<file path="src/rtl/reg4_tick_sequencer.sv">
// Synchronises tick_src, edge-detects it and steps a W-bit register per tick while in RUN; tick_pulse
// SYNC_STAGES-1 cycles after tick_src is sampled high, data one later; load_ready drops in RUN. Option: SEQ_STEP_LIMIT_EN.
module reg4_tick_sequencer #(
   parameter int unsigned    W           = 4,
   parameter logic [W-1:0]   INIT        = W'(4'b0001),
   parameter int unsigned    SYNC_STAGES = 2
) (
   input  logic         clk_in,
   input  logic         rstn,
   input  logic         tick_src,
   input  logic         start,
   input  logic         stop,
   input  logic [1:0]   mode,
   input  logic         load_valid,
   input  logic [W-1:0] load_data,
   output logic         load_ready,
   output logic [W-1:0] data,
   output logic         running,
   output logic         tick_pulse
`ifdef SEQ_STEP_LIMIT_EN
   ,
   input  logic [7:0]   step_limit,
   output logic         done
`endif
);

   typedef enum logic {ST_IDLE, ST_RUN} state_t;

   localparam logic [1:0] MODE_ROTL = 2'b01;
   localparam logic [1:0] MODE_ROTR = 2'b10;
   localparam logic [1:0] MODE_INC  = 2'b11;

   state_t                 state_q;
   logic [W-1:0]           data_q;
   logic [SYNC_STAGES-1:0] sync_q;
   logic                   prev_q;
   logic                   tick;

   // Both operands are flops, so the pulse is clean and exactly one cycle wide per rising edge.
   assign tick       = sync_q[SYNC_STAGES-1] & ~prev_q;
   assign tick_pulse = tick;
   assign data       = data_q;

   function automatic logic [W-1:0] step_fn(input logic [1:0] m, input logic [W-1:0] d);
      case (m)
         MODE_ROTL: step_fn = {d[W-2:0], d[W-1]};
         MODE_ROTR: step_fn = {d[0], d[W-1:1]};
         MODE_INC:  step_fn = d + W'(1);
         default:   step_fn = d;
      endcase
   endfunction

`ifdef SEQ_STEP_LIMIT_EN
   logic [7:0] step_cnt_q;
   logic [7:0] step_cnt_nxt;
   logic       limit_hit;

   assign step_cnt_nxt = step_cnt_q + 8'd1;
   assign limit_hit    = (step_limit != 8'd0) && (step_cnt_nxt == step_limit);
`else
   logic       limit_hit;

   assign limit_hit = 1'b0;
`endif

   always_ff @(posedge clk_in) begin
      if (!rstn) begin
         sync_q     <= '0;
         prev_q     <= 1'b0;
         state_q    <= ST_IDLE;
         data_q     <= INIT;
         running    <= 1'b0;
         load_ready <= 1'b1;
`ifdef SEQ_STEP_LIMIT_EN
         step_cnt_q <= 8'd0;
         done       <= 1'b0;
`endif
      end else begin
         sync_q <= {sync_q[SYNC_STAGES-2:0], tick_src};
         prev_q <= sync_q[SYNC_STAGES-1];
`ifdef SEQ_STEP_LIMIT_EN
         done   <= 1'b0;
`endif
         case (state_q)
            ST_IDLE: begin
               // load_ready is high throughout IDLE, so a valid request always transfers here
               if (load_valid) begin
                  data_q <= load_data;
               end
               if (start && !stop) begin
                  state_q    <= ST_RUN;
                  running    <= 1'b1;
                  load_ready <= 1'b0;
`ifdef SEQ_STEP_LIMIT_EN
                  step_cnt_q <= 8'd0;
`endif
               end
            end
            ST_RUN: begin
               if (stop) begin
                  state_q    <= ST_IDLE;
                  running    <= 1'b0;
                  load_ready <= 1'b1;
               end else if (tick) begin
                  data_q <= step_fn(mode, data_q);
`ifdef SEQ_STEP_LIMIT_EN
                  step_cnt_q <= step_cnt_nxt;
`endif
                  if (limit_hit) begin
                     state_q    <= ST_IDLE;
                     running    <= 1'b0;
                     load_ready <= 1'b1;
`ifdef SEQ_STEP_LIMIT_EN
                     done       <= 1'b1;
`endif
                  end
               end
            end
            default: begin
               state_q    <= ST_IDLE;
               running    <= 1'b0;
               load_ready <= 1'b1;
            end
         endcase
      end
   end

endmodule

</file>
<file path="config.mk">
export PLATFORM = sky130hd
export DESIGN_NAME = reg4_tick_sequencer
export DESIGN_NICKNAME = d
export VERILOG_FILES = /design/src/rtl/reg4_tick_sequencer.sv
export SDC_FILE = /design/constraint.sdc
export NUM_CORES = 1
export LEC_CHECK = 0
export CAP_MARGIN = 20
export CORE_UTILIZATION = 35
export CTS_CLUSTER_DIAMETER = 40
export DETAILED_ROUTE_END_ITERATION = 8
export GPL_ROUTABILITY_DRIVEN = 0
export MAX_ROUTING_LAYER = met4
export PLACE_DENSITY = 0.63
export SLEW_MARGIN = 40
export SYNTH_ARGS = -nofsm -noshare
export SYNTH_HDL_FRONTEND = slang
export SYNTH_SLANG_ARGS = --single-unit
</file>
<file path="constraint.sdc">
create_clock -name clk_in -period 1.7 [get_ports clk_in]
set_input_delay 0.17 -clock clk_in [delete_from_list [all_inputs] [get_ports clk_in]]
set_output_delay 0.17 -clock clk_in [all_outputs]
set_load 0.03 [all_outputs]
</file>
==> metrics.txt, run 1 <==
DRT met1 WL=559 µm; top-area cell type share of the netlist area=37.21%; crit-path max FO=6; initial antenna violation count=0; LEAKAGE=0.3482 nW; met2 wire len=484 µm; Yosys reg bits=10; Layout Skew=1.381 ps; Syn Inst Count=59; peak supply drop=473.3 µV; Required @ worst endpoint=1530 ps; area leader, netlist=dfxtp_1; worst path arrival time=1410 ps; CTS Root Cell=clkbuf_4; Yosys cell types=26; total number of vias=497; gr ovfl total=0; worst slew pin tran=314.5 ps; Worst Hold Launch=sync_q[0]; Final Power=0.0006261 W; ratio of cells with drive above 1 in the final layout=14.29%; die height=41.21 µm; Residual DRC=0; PD cells=778.2 nW/µm²; Total Die Area=1698 µm²; worst skew pair latency=260 ps; yosys warns=0; Die Wd=41.21 µm; cts bufs inserted=3; buffer count from post-CTS setup fixing=0; hpwl dp=865.9 µm; TritonCTS clock tree=built; status=finished, final reports clean; Routed Antenna Nets=0; Top Layer Used=met3; RR Startpoint=data[0]; Iter 0 DRT Violations=2; endpoints failing setup=0; top cells by area, synth=dfxtp_1, ha_1, nand2_1, a41oi_4, a311o_1; Final Hold Fails=0; Area Growth Syn to Fin=49.53%; io pins=19; largest net degree at the start of global routing=12; Final Max Tran Viols=0; ANT cells=0; CP Launch Type=register; number of buffer and inverter stages on the critical path=1; Setup Crit Path Kind=register to primary output; sequential fraction of the synthesis area=37.21%; Post-Route WL=1105 µm; DR WL met3=61 µm; Rows=13; Avg Synthesized Cell Area=9.119 µm²; slowest cell delay on critical path=710 ps; Clock Sinks=10; Final Cycle Share=93.12%; CP max stage cell=clkdlybuf4s50_1; Min Clock Period, post-route=1583 ps; clock tree buffer depth=2; Place WS=-120.8 ps; global-route wire length before repair=1642 µm; Initial Utilization=39.38%; CP startpoint=data[2]; CP delay by family, top=buffers and inverters; mapped cell area=538.0 µm²; RSZ-0062 raised after global routing=no; crit path capture type=primary output; Core ar.=1366 µm²; Post-CTS Hold Fix Bufs=0; vias per cell=5.020; maxcap violations=0; htree depth=1; worst path cell trace=clkdlybuf4s50_1; slew margin rel.=78.97%; number of detailed-route iterations in the first pass=2; gr usage total=15.32%; port buffer count=18; maximum clock frequency=0.6317 GHz; clk slew on worst S/H paths=70 ps; Hold WC Path Type=register to register; Worst Setup Slack, final=116.9 ps; syn_nets=74; vias in the first global route=401; fin nets=100; WL/cell=11.16 µm
==> area by class of cell <==
| cell class | count | area (µm²) |
|---|---|---|
| Sequential cell | 10 | 200.2 |
| Inverter | 2 | 7.507 |
| Tap cell | 15 | 18.77 |
| Multi-Input combinational cell | 45 | 321.6 |
| Timing Repair Buffer | 23 | 220.2 |
| Clock buffer | 4 | 36.28 |
| Fill cell | 140 | 561.8 |
==> worst paths after layout <==
kind               endpoint  slack (ps)  cells after the start
hold / removal    sync_q[1]         440                      1
setup reg to reg    data[2]         300                      5
setup / recovery    data[2]         120                      1
hold reg to reg   sync_q[1]         440                      1
==> layer usage <==
metal | vias up | track usage [%]
met4 | 0 | 2.419
met2 | 13 | 24.22
met3 | 0 | 4.891
met1 | 223 | 19.41
met5 | - | -
li1 | 261 | -
==> synthesized netlist by cell type <==
cell type and number:
o31ai_1 1, a211o_1 1, nor2_1 4, a21boi_1 1, o21ai_0 2, a311o_1 2, a22oi_1 2, a21oi_1 2
a21boi_2 1, nor3b_1 1, buf_2 1, xor2_1 1, o211a_1 1, nand2b_2 1, nor2b_1 3, ha_1 3
clkbuf_1 1, a221oi_1 2, and2b_1 1, nand3_1 3, and2_1 3, xnor2_1 1, nand2_1 8, dfxtp_1 10
a41oi_4 1, inv_1 2
==> registers in the layout, indices dropped and copies added, names as in the netlist <==
| signal | cells |
|---|---|
| load_ready | 1 |
| running | 1 |
| sync_q | 2 |
| prev_q | 1 |
| state_q | 1 |
| data | 4 |
==> what timing repair did <==
item | in CTS | in global routing
gates resized for setup | 0 | 1
endpoints found under the setup margin | 0 | 1
hold endpoints to repair | 0 | 0
==> cells by family after synthesis <==
logic type	after synthesis	synth area share, %
adders and majority gates	3	6.977
xor gates and xnor gates	2	3.256
DFF	10	37.21
buffers and inverters	4	3.022
AOI/OAI and AO/OA	16	26.98
and+or+nand+nor	24	22.56
==> power breakdown <==
group	switching, W	total, W	internal, W
combinational	0.0000691	0.000148	0.0000793
sequential	0.0000164	0.000265	0.000249
clock	0.0000827	0.000213	0.000130
==> placed cells by master, fill, tap and decap left out, types with 3 or more instances in the layout <==
cell,n
dfxtp_1,10
nor2b_1,3
nor2_1,4
nand2_1,8
and2_1,3
ha_1,3
clkbuf_4,3
buf_4,5
nand3_1,3
clkdlybuf4s50_1,17
==> through the flow <==
step	cells	hold slack (ps)	TNS, ps	util (%)	area [µm²]
2_1_floorplan	59	291.7	0	-	538.0
3_3_place_gp	95	415.2	-284.3	56.04	765.7
3_5_place_dp	95	423.9	-379.6	56.04	765.7
4_1_cts	99	441.2	0	58.70	802.0
5_1_grt	99	455.9	0	58.88	804.5
6_report	99	438.2	0	58.88	804.5
Note: power is estimated with default switching activity, not from simulation.
==> run 2, diff against run 1 <==
==> constraint.sdc (replaced) <==
create_clock -name clk_in -period 1.9 [get_ports clk_in]
set_input_delay 0.19 -clock clk_in [delete_from_list [all_inputs] [get_ports clk_in]]
set_output_delay 0.19 -clock clk_in [all_outputs]
set_load 0.03 [all_outputs]
==> metrics.txt, run 2 (same netlist as run 1, synthesis figures left out) <==
number of detailed-route iterations in the first pass=4; worst path arrival time=1460 ps; Iter 0 DRT Violations=8; Routed Antenna Nets=0; Post-CTS Hold Fix Bufs=0; RSZ-0062 raised after global routing=no; worst path cell trace=and2b_1 -> clkdlybuf4s50_1; LEAKAGE=0.3171 nW; global-route wire length before repair=1642 µm; Layout Skew=2.403 ps; peak supply drop=415.3 µV; TritonCTS clock tree=built; Residual DRC=0; WL/cell=11.84 µm; ratio of cells with drive above 1 in the final layout=11.11%; Area Growth Syn to Fin=44.88%; final core area utilization=57.05%; fin nets=97; slew margin rel.=79.06%; initial antenna violation count=0; Post-Route WL=1137 µm; hpwl dp=844.4 µm; Fin Setup TNS=0 ps; buffer count from post-CTS setup fixing=0; Total Die Area=1698 µm²; Die Wd=41.21 µm; CP Launch Type=register; cts repair resizes=0; maxcap violations=0; CTS Root Cell=clkbuf_4; status=finished, final reports clean; worst slew pin tran=313.1 ps; slowest cell delay on critical path=680 ps; clock tree buffer depth=2; Required @ worst endpoint=1710 ps; Min Clock Period, post-route=1650 ps; fin cells=96; largest net degree at the start of global routing=12; io pins=19; CP endpoint=tick_pulse; Initial Utilization=39.38%; placed cells=92; total number of vias=489; maximum clock frequency=0.6059 GHz; crit path capture type=primary output; Reg-to-Reg End=data[2]; CP startpoint=prev_q; cts bufs inserted=3; endpoints failing setup=0; commonest non-fill, non-tap cell in the layout=clkdlybuf4s50_1; vias per cell=5.094; CP max stage cell=clkdlybuf4s50_1; r2r worst-path depth=5; Hold WC Path Type=register to register; crit-path max FO=2; vias in the first global route=384; RR Startpoint=data[0]; Final Power=0.0005536 W; clk slew on worst S/H paths=70 ps; die height=41.21 µm; fillers=139; Clock Sinks=10; ANT cells=0; R2R Setup Slk=450 ps; CP delay by family, top=buffers and inverters; Core ar.=1366 µm²; htree depth=1; Setup Crit Path Kind=register to primary output; Final Max Tran Viols=0; PD cells=710.2 nW/µm²; gr usage total=15.63%; Final Hold Fails=0; Final Cycle Share=86.86%; most frequent cells in the layout=clkdlybuf4s50_1, dfxtp_1, nand2_1; max FFs per register=4; number of cells on the critical path=2; Rows=13; worst skew pair latency=260 ps; gr ovfl total=0; number of buffer and inverter stages on the critical path=1; port buffer count=18
[run 2: layer usage]
layer / global-route usage, % / share of wire, % / up-vias
li1: - / - / 256
met1: 19.28 / 49 / 212
met2: 24.22 / 44 / 19
met3: 4.891 / 6.8 / 2
met4: 4.839 / 0.44 / 0
met5: - / 0 / -
[run 2: cell type report]
class / instances / area [µm²] / share of cell area, %
Multi-Input combinational cell: 45 / 321.6 / 41.25
Sequential cell: 10 / 200.2 / 25.68
Timing Repair Buffer: 20 / 195.2 / 25.04
Clock buffer: 4 / 36.28 / 4.655
Inverter: 2 / 7.507 / 0.9631
Tap cell: 15 / 18.77 / 2.408
[run 2: power by group]
group	internal [W]	switching, W	leakage (nW)	total, W
logic	0.0000668	0.0000625	0.214	0.000129
registers	0.000223	0.0000148	0.0825	0.000237
clock network	0.000116	0.0000707	0.0210	0.000187
total	0.000406	0.000148	0.317	0.000554
[run 2: worst min path at each step]
| stage | startpoint | cells after the start | end | slack [ps] |
|---|---|---|---|---|
| after global routing | sync_q[0] | 1 | sync_q[1] | 460 |
| after detailed placement | sync_q[0] | 1 | sync_q[1] | 420 |
| after floorplan | tick_src | 1 | sync_q[0] | 310 |
| after global placement | sync_q[0] | 1 | sync_q[1] | 420 |
| after CTS | sync_q[0] | 1 | sync_q[1] | 440 |
| final | sync_q[0] | 1 | sync_q[1] | 430 |
[run 2: per-stage QoR]
stage | hold slack (ps) | area (µm²) | worst slack, ps
2_1_floorplan | 311.7 | 538.0 | 375.8
3_3_place_gp | 416.0 | 743.2 | 68.77
3_5_place_dp | 423.1 | 743.2 | 64.51
4_1_cts | 439.8 | 779.5 | 228.4
5_1_grt | 462.0 | 779.5 | 159.7
6_report | 434.8 | 779.5 | 249.6
